[config.mk]
export PLATFORM = sky130hd
export DESIGN_NAME = rate_switch_sched
export DESIGN_NICKNAME = d
export VERILOG_FILES = /design/src/rtl/rate_switch_sched_pkg.sv /design/src/rtl/rate_switch_sched_rr_arbiter.sv /design/src/rtl/rate_switch_sched.sv
export SDC_FILE = /design/constraint.sdc
export NUM_CORES = 1
export LEC_CHECK = 0
export ABC_AREA = 1
export CAP_MARGIN = 25
export CORE_MARGIN = 2
export CORE_UTILIZATION = 36
export CTS_BUF_LIST = sky130_fd_sc_hd__clkbuf_16
export DETAILED_ROUTE_END_ITERATION = 8
export MAX_ROUTING_LAYER = met4
export RECOVER_POWER = 100
export SYNTH_ARGS = -nofsm -noshare
export SYNTH_HDL_FRONTEND = slang
export SYNTH_HIERARCHICAL = 1
export SYNTH_SLANG_ARGS = --single-unit
export TNS_END_PERCENT = 20
[constraint.sdc]
create_clock -name output_clk -period 3.1 [get_ports output_clk]
set_input_delay 0.775 -clock output_clk [delete_from_list [all_inputs] [get_ports output_clk]]
set_output_delay 0.775 -clock output_clk [all_outputs]
set_load 0.01 [all_outputs]
[src/rtl/rate_switch_sched_pkg.sv]
// Shared types and constants for the Rate_Switch buffer scheduler.
package rate_switch_sched_pkg;

  localparam int unsigned LEN_W   = 16;
  localparam int unsigned MIN_LEN = 8;
  localparam int unsigned CNT_W   = 17;
  localparam int unsigned TO_W    = 21;

  typedef enum logic [1:0] {
    ST_IDLE  = 2'd0,
    ST_START = 2'd1,
    ST_WAIT  = 2'd2,
    ST_GAP   = 2'd3
  } sched_state_t;

  // The buffer cannot produce bursts shorter than MIN_LEN points.
  function automatic logic [LEN_W-1:0] clamp_len(input logic [LEN_W-1:0] len);
    return (len < LEN_W'(MIN_LEN)) ? LEN_W'(MIN_LEN) : len;
  endfunction

endpackage

[src/rtl/rate_switch_sched_rr_arbiter.sv]
// Combinational round-robin pick: first set req bit at or after rr_ptr, wrapping.
module rr_arbiter
  import rate_switch_sched_pkg::*;
#(
  parameter int unsigned N_CH = 4
) (
  input  logic [N_CH-1:0]         req,
  input  logic [$clog2(N_CH)-1:0] rr_ptr,
  output logic [N_CH-1:0]         pick,
  output logic                    any
);

  localparam int unsigned PTR_W = $clog2(N_CH);

  logic [PTR_W-1:0] w_idx;

  always_comb begin
    pick  = '0;
    any   = 1'b0;
    w_idx = '0;
    for (int unsigned i = 0; i < N_CH; i++) begin
      w_idx = PTR_W'((32'(rr_ptr) + i) % N_CH);
      if (!any && req[w_idx]) begin
        pick[w_idx] = 1'b1;
        any         = 1'b1;
      end
    end
  end

endmodule

[src/rtl/rate_switch_sched.sv]
// Round-robin scheduler sharing one Rate_Switch buffer among N_CH requesters.
// Define RS_SCHED_TIMEOUT_EN to enable the WAIT-state watchdog (TIMEOUT cycles).
module rate_switch_sched
  import rate_switch_sched_pkg::*;
#(
  parameter int unsigned N_CH       = 4,
  parameter int unsigned START_HOLD = 8,
  parameter int unsigned GAP        = 4,
  parameter int unsigned TIMEOUT    = 1048576
) (
  input  logic                  output_clk,
  input  logic                  rst_n,
  input  logic [N_CH-1:0]       req,
  input  logic [N_CH*LEN_W-1:0] req_len,
  output logic [N_CH-1:0]       grant,
  output logic [N_CH-1:0]       done,
  output logic                  err,
  output logic                  start_sig,
  output logic [LEN_W-1:0]      piont_num,
  input  logic                  data_vaild,
  input  logic                  data_tlast,
  output logic                  busy
);

  localparam int unsigned PTR_W  = $clog2(N_CH);
  localparam int unsigned HOLD_W = $clog2(START_HOLD + 1);

  if (N_CH < 2 || N_CH > 8 || GAP < 1 || GAP > 255 || START_HOLD < 1 ||
      TIMEOUT < 1 || TIMEOUT >= (1 << TO_W)) begin : g_cfg_err
    $error("rate_switch_sched: parameter out of range");
  end

  sched_state_t      r_state, w_next_state;
  logic [N_CH-1:0]   w_pick, r_grant, r_done;
  logic              w_any, r_err, r_start;
  logic [PTR_W-1:0]  w_pick_ch, r_ch, r_rr_ptr, w_next_ptr;
  logic [LEN_W-1:0]  r_piont_num;
  logic [CNT_W-1:0]  r_beat_cnt, w_beats;
  logic [HOLD_W-1:0] r_hold_cnt;
  logic [7:0]        r_gap_cnt;
  logic              w_hold_done, w_gap_done, w_good, w_timeout, w_burst_end;

  rr_arbiter #(.N_CH(N_CH)) u_arb (
    .req    (req),
    .rr_ptr (r_rr_ptr),
    .pick   (w_pick),
    .any    (w_any)
  );

  always_comb begin
    w_pick_ch = '0;
    for (int unsigned i = 0; i < N_CH; i++) begin
      if (w_pick[i]) w_pick_ch = PTR_W'(i);
    end
  end

`ifdef RS_SCHED_TIMEOUT_EN
  logic [TO_W-1:0] r_to_cnt;

  always_ff @(posedge output_clk or negedge rst_n) begin
    if (!rst_n)                  r_to_cnt <= '0;
    else if (r_state != ST_WAIT) r_to_cnt <= '0;
    else                         r_to_cnt <= r_to_cnt + 1'b1;
  end

  assign w_timeout = (r_state == ST_WAIT) && (r_to_cnt == TO_W'(TIMEOUT - 1));
`else
  assign w_timeout = 1'b0;
`endif

  // Beat count including the current cycle; decides done vs err on tlast.
  assign w_beats     = (data_vaild && (r_beat_cnt != '1)) ? r_beat_cnt + 1'b1 : r_beat_cnt;
  assign w_good      = (w_beats == {1'b0, r_piont_num});
  assign w_hold_done = (r_hold_cnt == HOLD_W'(START_HOLD));
  assign w_gap_done  = (r_gap_cnt == 8'(GAP - 1));
  assign w_burst_end = (r_state == ST_WAIT) && (data_tlast || w_timeout);
  assign w_next_ptr  = (r_ch == PTR_W'(N_CH - 1)) ? '0 : r_ch + 1'b1;

  always_comb begin
    w_next_state = r_state;
    unique case (r_state)
      ST_IDLE:  if (w_any)       w_next_state = ST_START;
      ST_START: if (w_hold_done) w_next_state = ST_WAIT;
      ST_WAIT:  if (w_burst_end) w_next_state = ST_GAP;
      ST_GAP:   if (w_gap_done)  w_next_state = ST_IDLE;
      default:                   w_next_state = ST_IDLE;
    endcase
  end

  always_ff @(posedge output_clk or negedge rst_n) begin
    if (!rst_n) r_state <= ST_IDLE;
    else        r_state <= w_next_state;
  end

  always_ff @(posedge output_clk or negedge rst_n) begin
    if (!rst_n) begin
      r_grant     <= '0;
      r_done      <= '0;
      r_err       <= 1'b0;
      r_start     <= 1'b0;
      r_ch        <= '0;
      r_rr_ptr    <= '0;
      r_piont_num <= '0;
      r_beat_cnt  <= '0;
      r_hold_cnt  <= '0;
      r_gap_cnt   <= '0;
    end else begin
      r_done  <= '0;
      r_err   <= 1'b0;
      // START lasts START_HOLD+1 cycles so start_sig trails grant by one cycle.
      r_start <= (r_state == ST_START) && !w_hold_done;
      unique case (r_state)
        ST_IDLE: begin
          if (w_any) begin
            r_grant     <= w_pick;
            r_ch        <= w_pick_ch;
            r_piont_num <= clamp_len(req_len[32'(w_pick_ch)*LEN_W +: LEN_W]);
            r_beat_cnt  <= '0;
            r_hold_cnt  <= '0;
          end
        end
        ST_START: r_hold_cnt <= r_hold_cnt + 1'b1;
        ST_WAIT: begin
          r_beat_cnt <= w_beats;
          if (w_burst_end) begin
            if (data_tlast && w_good) r_done <= r_grant;
            else                      r_err  <= 1'b1;
            r_grant   <= '0;
            r_rr_ptr  <= w_next_ptr;
            r_gap_cnt <= '0;
          end
        end
        ST_GAP:  r_gap_cnt <= r_gap_cnt + 1'b1;
        default: ;
      endcase
    end
  end

  assign grant     = r_grant;
  assign done      = r_done;
  assign err       = r_err;
  assign start_sig = r_start;
  assign piont_num = r_piont_num;
  assign busy      = (r_state != ST_IDLE);

endmodule

Word-level counts from Yosys, hierarchy flattened --
Cells that the tools add are included.
Word-level totals: bits in registers 61, input bits 72, output and inout port bits 27, logic and storage cells 120
Operators by class: $add $sub $neg 7, order comparisons 9, equality and inequality tests 12, shift-type cells 1, multiplexer cells 50, bitwise operators 3, reductions and logical operators 27
Operators by type and width (count):
- indexed part select 64 x 7 -> 16 bit | 1
- two-way mux 4 bit | 10
- two-way mux 17 bit | 2
- one-hot mux 17 bit (2 select lines) | 1
- adder 17 x 1 -> 17 bit (second input constant) | 1
- equality test 17 x 16 -> 1 bit | 1
- != test 17 bit (second input constant) | 1
- < comparator 16 x 4 -> 1 bit (second input constant) | 1
- two-way mux 1 bit | 16
- two-way mux 16 bit | 1
- one-hot mux 4 bit (2 select lines) | 2
- one-hot mux 8 bit (2 select lines) | 1
- two-way mux 2 bit | 7
- < comparator 2 x 3 -> 1 bit (second input constant) | 4
- OR 4 bit | 3
- logical AND 1 bit | 11
- AND reduction 2 bit | 5
- adder 8 x 1 -> 8 bit (second input constant) | 1
- binary-select mux 1 bit (select 2 bit) | 4
- demux 1 bit (select 2 bit) | 4
- equality test 8 x 2 -> 1 bit (second input constant) | 1
- greater-or-equal comparator 2 x 1 -> 1 bit (second input constant) | 4
- two-way mux 8 bit | 1
- one-hot mux 2 bit (4 select lines) | 1
- other kinds (13) | 25

Depth between registers and ports, before layout --
word-level depth 18, mapped depth 22, mapped depth without buffers 21

By module --
Netlist, hierarchy kept.
By module, submodules not included:
- rate_switch_sched | instances 1, cells each 616, area each 4216.5 µm², sequential area each 1526.5 µm²
- rr_arbiter | instances 1, cells each 76, area each 419.2 µm², sequential area each 0.0 µm²

Worst setup path before layout --
Ideal clock, no wire load.
path kind reg-to-output, from register, netlist name r_rr_ptr[0], to output piont_num[0], setup time 118 ps, data arrival time 2673 ps, required time 2982 ps, path slack 309 ps, cell stages (with the launch flop) 23, path buffers 2, cell sequence dfrtp_1 > inv_2 > ha_1 > inv_1 > nand3_1 > nand2_1 > nand2_2 > nor2_4 > nand3_1 > nand2_1 > buf_2 > nand2_1 > nand2_2 > inv_2 > buf_2 > o22ai_1 > nand2_1 > nand2_1 > nand3_1 > nor2_1 > nand2_1 > nand3_1 > nand2_1
RTL lines:
- to (decl) | line rate_switch_sched.sv:19 | output logic [LEN_W-1:0] piont_num,

==> impl_results.html <==
<table>
<tr><th>Metric</th><th>Value</th></tr>
<tr><th colspan="2">Floorplan</th></tr>
<tr><td>Floorplan die height</td><td>between 100 and 150 µm</td></tr>
<tr><td>Starting Density</td><td>36.73%</td></tr>
<tr><td>Num rows</td><td>41</td></tr>
<tr><td>Floorplan die width</td><td>between 100 and 150 µm</td></tr>
<tr><td>Core region area</td><td>roughly 13000 µm²</td></tr>
<tr><td>Die Area</td><td>roughly 14000 µm²</td></tr>
<tr><td>Number of placed I/O pins</td><td>just under 100</td></tr>
<tr><th colspan="2">STA</th></tr>
<tr><td>Number of setup violations in the final report</td><td>0</td></tr>
<tr><td>Setup repair after global routing missed its margin</td><td>yes</td></tr>
<tr><td>Final critical path time including I/O delays and setup</td><td>between 2 and 3 ns</td></tr>
<tr><td>Hold slack</td><td>0.4911 ns</td></tr>
<tr><td>Final critical-path setup slack</td><td>approximately 0.19 ns</td></tr>
<tr><td>Final hold viol count</td><td>0</td></tr>
<tr><td>Max-slew headroom at the worst pin</td><td>-5.268%</td></tr>
<tr><td>Number of pins exceeding their max-slew limit in the final report</td><td>62</td></tr>
<tr><td>Setup clock skew after layout</td><td>0.003504 ns</td></tr>
<tr><td>Crit share post-route</td><td>a little over nine tenths</td></tr>
<tr><td>Top achievable clock speed</td><td>around 340 MHz</td></tr>
<tr><td>Worst-margin pin slew</td><td>roughly 1.6 ns</td></tr>
<tr><th colspan="2">Outcome</th></tr>
<tr><td>Run status</td><td>finished, violations left</td></tr>
<tr><td>Violations in the final reports</td><td>capacitance limit, slew limit</td></tr>
<tr><th colspan="2">Clocking</th></tr>
<tr><td>Sink Count</td><td>61</td></tr>
<tr><td>Clock Latency Late Sink</td><td>0.33 ns</td></tr>
<tr><td>Maximum number of buffers from clock root to sink</td><td>2</td></tr>
<tr><td>CTS HTree Levels</td><td>3</td></tr>
<tr><td>Number of hold buffers added after cts</td><td>0</td></tr>
<tr><td>TritonCTS clock tree</td><td>done</td></tr>
<tr><td>Number of buffers inserted during clock tree synthesis</td><td>9</td></tr>
<tr><td>Clk Tree Root Cell</td><td>sky130_fd_sc_hd__clkbuf_16</td></tr>
<tr><td>Clock input transition at the sequential cells of the worst setup and hold paths</td><td>roughly 0.050 ns</td></tr>
<tr><th colspan="2">Detailed routing</th></tr>
<tr><td>Total routed wirelength</td><td>~14000 µm</td></tr>
<tr><td>Via density per instance</td><td>roughly 5.0</td></tr>
<tr><td>Number of antenna-violating nets in the routed design</td><td>0</td></tr>
<tr><td>Number of optimization iterations in the first detailed-route pass</td><td>5</td></tr>
<tr><td>DRC Markers</td><td>0</td></tr>
<tr><td>Initial drt markers</td><td>roughly 330</td></tr>
<tr><td>Routed wire per std cell</td><td>about 14 µm</td></tr>
<tr><td>Count of vias placed by the detailed router</td><td>5008</td></tr>
<tr><th colspan="2">Synthesis</th></tr>
<tr><td>Synth top area share</td><td>32.93%</td></tr>
<tr><td>Total number of yosys warnings</td><td>6</td></tr>
<tr><td>Post-Synthesis Net Count</td><td>approximately 800</td></tr>
<tr><td>Proportion of synthesized chip area in sequential cells</td><td>roughly a third</td></tr>
<tr><td>Gate Count Post-Synth</td><td>slightly below 700</td></tr>
<tr><td>Count of cell types in the netlist</td><td>36</td></tr>
<tr><td>Total standard cell area after synthesis</td><td>4636 µm²</td></tr>
<tr><td>Mean Syn Cell Area</td><td>~6.7 µm²</td></tr>
<tr><td>Ranking of synthesized cells by area</td><td>sky130_fd_sc_hd__dfrtp_1 33%, sky130_fd_sc_hd__nand2_1 16%, sky130_fd_sc_hd__nand3_1 8.4%, sky130_fd_sc_hd__inv_1 7.0%, sky130_fd_sc_hd__o21ai_0 5.2%</td></tr>
<tr><td>Largest area contributor in the netlist</td><td>sky130_fd_sc_hd__dfrtp_1</td></tr>
<tr><td>Number of synthesized register bits</td><td>61</td></tr>
<tr><th colspan="2">Worst setup path</th></tr>
<tr><td>CP startpoint kind</td><td>input pin</td></tr>
<tr><td>Peak fanout along the critical path</td><td>17</td></tr>
<tr><td>Category of the most critical setup path</td><td>in -&gt; reg</td></tr>
<tr><td>CP top delay family</td><td>simple AND/OR/NAND/NOR gates</td></tr>
<tr><td>Worst path max stage delay</td><td>between 0.4 and 0.5 ns</td></tr>
<tr><td>CP dominant cell by count</td><td>sky130_fd_sc_hd__nand2_1</td></tr>
<tr><td>Count of buffer and inverter cells on the critical path</td><td>3</td></tr>
<tr><td>Cell-by-cell listing of the critical path</td><td>clkdlybuf4s50_1 -&gt; nand2_2 -&gt; nand2_1 -&gt; nand2_1 -&gt; nand2_2 -&gt; nand3_2 -&gt; nor2_1 -&gt; nor2_1 -&gt; nand2_1 -&gt; inv_2 -&gt; nand2_1 -&gt; nand2_4 -&gt; clkbuf_16 -&gt; o211ai_1 -&gt; nand2_1 -&gt; nor2_1 -&gt; nand2_1 -&gt; nor2_1 -&gt; nand2_2 -&gt; nand3_1 -&gt; nand2_1</td></tr>
<tr><td>Worst EP arrival</td><td>between 3 and 4 ns</td></tr>
<tr><td>Cell at the slowest stage of the critical path</td><td>sky130_fd_sc_hd__clkdlybuf4s50_1</td></tr>
<tr><td>Worst Setup End Kind</td><td>flip-flop</td></tr>
<tr><td>Critical path data required time</td><td>~3.3 ns</td></tr>
<tr><th colspan="2">Power</th></tr>
<tr><td>Pwr Density</td><td>a little over 300 nW/µm²</td></tr>
<tr><td>Max rail drop VDD</td><td>0.2323 mV</td></tr>
<tr><td>Total design power</td><td>a little under 2 mW</td></tr>
<tr><td>P_leak</td><td>~3.1 nW</td></tr>
<tr><th colspan="2">Placement</th></tr>
<tr><td>Setup WS pre-CTS</td><td>-0.1968 ns</td></tr>
<tr><td>Final weighted congestion in routability-driven placement</td><td>0.9409</td></tr>
<tr><td>Placement Cell Area</td><td>roughly 6100 µm²</td></tr>
<tr><td>Placed Cells incl. Taps</td><td>990</td></tr>
<tr><td>Count of input and output buffers</td><td>98</td></tr>
<tr><td>Post-DP HPWL</td><td>between 10000 and 15000 µm</td></tr>
<tr><th colspan="2">GRT</th></tr>
<tr><td>Residual overflow from global routing</td><td>0</td></tr>
<tr><td>Maximum number of pins on one net before global-route repair</td><td>between 60 and 70</td></tr>
<tr><td>Initial antenna violation count</td><td>0</td></tr>
<tr><td>Wire length of the first global-routing pass</td><td>23160 µm</td></tr>
<tr><td>Number of global-route vias before repair</td><td>between 4000 and 5000</td></tr>
<tr><td>GRT Resource Usage Total</td><td>between 20% and 30%</td></tr>
<tr><th colspan="2">Cells and area</th></tr>
<tr><td>Fin area</td><td>6412 µm²</td></tr>
<tr><td>Area growth, synth to finish</td><td>38.33%</td></tr>
<tr><td>Share of final-layout standard cells stronger than drive strength 1</td><td>about an eighth</td></tr>
<tr><td>Layout Cells excl Fill</td><td>approximately 1000</td></tr>
<tr><td>Antenna cells</td><td>0</td></tr>
<tr><td>Number of nets in the finished design</td><td>920</td></tr>
<tr><th colspan="2">Job</th></tr>
<tr><td>Max-cap violations</td><td>1</td></tr>
<tr><th colspan="2">Hold path</th></tr>
<tr><td>HP Class</td><td>reg -&gt; reg</td></tr>
</table>
-- stage by stage --
step | utilization, % | TNS, ns
final | 50.81 | 0
after global placement | 48.29 | -0.4827
after detailed placement | 48.29 | -0.8481
after CTS | 50.27 | 0
after floorplan | - | 0
after global routing | 50.81 | -0.03919
-- kinds of logic after synthesis --
family          after synthesis  synth area share, %
fa+ha+maj                    17                4.588
buf+inv                     109                9.258
flops                        61                32.93
compound gates              105                12.55
simple gates                400                40.67
-- worst register-to-register path: stages, from the launching register on --
cell and delay, ns:
sky130_fd_sc_hd__dfrtp_1 0.38, sky130_fd_sc_hd__inv_2 0.17, sky130_fd_sc_hd__ha_1 0.30, sky130_fd_sc_hd__inv_1 0.13, sky130_fd_sc_hd__nand3_1 0.09, sky130_fd_sc_hd__nand2_1 0.12
sky130_fd_sc_hd__nand2_2 0.08, sky130_fd_sc_hd__nor2_4 0.11, sky130_fd_sc_hd__nand3_1 0.07, sky130_fd_sc_hd__nand2_1 0.11, sky130_fd_sc_hd__inv_2 0.04, sky130_fd_sc_hd__nand2_1 0.09
sky130_fd_sc_hd__nand2_4 0.09, sky130_fd_sc_hd__clkbuf_16 0.18, sky130_fd_sc_hd__o211ai_1 0.18, sky130_fd_sc_hd__nand2_1 0.12, sky130_fd_sc_hd__nor2_1 0.11, sky130_fd_sc_hd__nand2_1 0.05
sky130_fd_sc_hd__nor2_1 0.11, sky130_fd_sc_hd__nand2_2 0.09, sky130_fd_sc_hd__nand3_1 0.07, sky130_fd_sc_hd__nand2_1 0.05
-- Yosys cell counts --
cell,count
sky130_fd_sc_hd__o21ai_1,6
sky130_fd_sc_hd__ha_1,17
sky130_fd_sc_hd__a21oi_2,1
sky130_fd_sc_hd__and3_1,1
sky130_fd_sc_hd__nor3b_1,3
sky130_fd_sc_hd__inv_2,8
sky130_fd_sc_hd__nand3_2,8
sky130_fd_sc_hd__nor2_2,4
sky130_fd_sc_hd__o31ai_1,1
sky130_fd_sc_hd__o211ai_1,7
sky130_fd_sc_hd__inv_1,87
sky130_fd_sc_hd__nor3_1,11
sky130_fd_sc_hd__nand4_1,7
sky130_fd_sc_hd__nand3_1,78
sky130_fd_sc_hd__dfrtp_1,61
sky130_fd_sc_hd__o21ai_0,48
sky130_fd_sc_hd__nand2_1,195
sky130_fd_sc_hd__a211oi_1,1
sky130_fd_sc_hd__nor4_1,2
sky130_fd_sc_hd__nand2_4,2
sky130_fd_sc_hd__clkbuf_1,7
sky130_fd_sc_hd__buf_4,2
sky130_fd_sc_hd__nand3b_1,2
sky130_fd_sc_hd__buf_6,1
sky130_fd_sc_hd__a21oi_1,19
sky130_fd_sc_hd__o22ai_1,20
sky130_fd_sc_hd__nand4_2,2
sky130_fd_sc_hd__nand3_4,3
sky130_fd_sc_hd__o21a_1,1
sky130_fd_sc_hd__and2_1,3
sky130_fd_sc_hd__nor2_4,4
sky130_fd_sc_hd__nor2_1,63
sky130_fd_sc_hd__nand2_2,10
sky130_fd_sc_hd__nor2_8,2
sky130_fd_sc_hd__buf_2,4
sky130_fd_sc_hd__o21bai_1,1
-- placed cells by master, fill, tap and decap left out, types with 11 or more instances in the layout --
cell	count
sky130_fd_sc_hd__a21oi_1	19
sky130_fd_sc_hd__buf_4	40
sky130_fd_sc_hd__clkdlybuf4s50_1	69
sky130_fd_sc_hd__dfrtp_1	61
sky130_fd_sc_hd__dlygate4sd3_1	26
sky130_fd_sc_hd__ha_1	16
sky130_fd_sc_hd__inv_1	89
sky130_fd_sc_hd__nand2_1	190
sky130_fd_sc_hd__nand2_2	14
sky130_fd_sc_hd__nand3_1	78
sky130_fd_sc_hd__nor2_1	61
sky130_fd_sc_hd__nor3_1	11
sky130_fd_sc_hd__o21ai_0	48
sky130_fd_sc_hd__o22ai_1	20
-- timing repair --
| action | in CTS | in global routing |
|---|---|---|
| endpoints found under the hold margin | 0 | 0 |
| gates resized for setup | 0 | 17 |
| endpoints found under the setup margin | 0 | 9 |
| buffers inserted | 0 | 1 |
-- worst paths after layout --
kind | startpoint | endpoint | slack (ns) | cells past startpoint
max | req[0] | piont_num[0] | 0.19 | 21
min | r_ch[0] | r_rr_ptr[0] | 0.49 | 1
max reg2reg | r_rr_ptr[0] | piont_num[0] | 0.25 | 21
min reg2reg | r_ch[0] | r_rr_ptr[0] | 0.49 | 1
max in group asynchronous | rst_n | r_rr_ptr[0] | 1.23 | 2
min in group asynchronous | rst_n | r_beat_cnt[2] | 0.94 | 2
-- flip-flops by register name, indices dropped and copies added (netlist names) --
name	cells
err	1
done	4
r_gap_cnt	8
r_beat_cnt	17
grant	4
r_hold_cnt	4
r_state	2
piont_num	16
r_ch	2
start_sig	1
r_rr_ptr	2
-- per-layer routing --
| layer | GRT usage, % | wire [µm] |
|---|---|---|
| met3 | 1.986 | 683 |
| met2 | 34.25 | 6596 |
| met4 | 7.982 | 249 |
| met1 | 27.59 | 6594 |
| met5 | - | 0 |
-- report_power, final --
group | total (mW) | switching, mW | leakage (nW) | internal (mW)
Combinational | 0.294 | 0.132 | 2.23 | 0.162
Sequential | 0.798 | 0 | 0.770 | 0.798
Clock | 0.851 | 0.331 | 0.131 | 0.520
-- layout make-up --
class,instances,area [µm²]
Fill cell,1256,6207
Multi-Input combinational cell,522,2720
Sequential cell,61,1526
Timing Repair Buffer,142,1343
Inverter,95,359.1
Clock buffer,9,225.2
Tap cell,172,215.2
Clock inverter,5,23.77
Note: power is estimated with default switching activity, not from simulation.
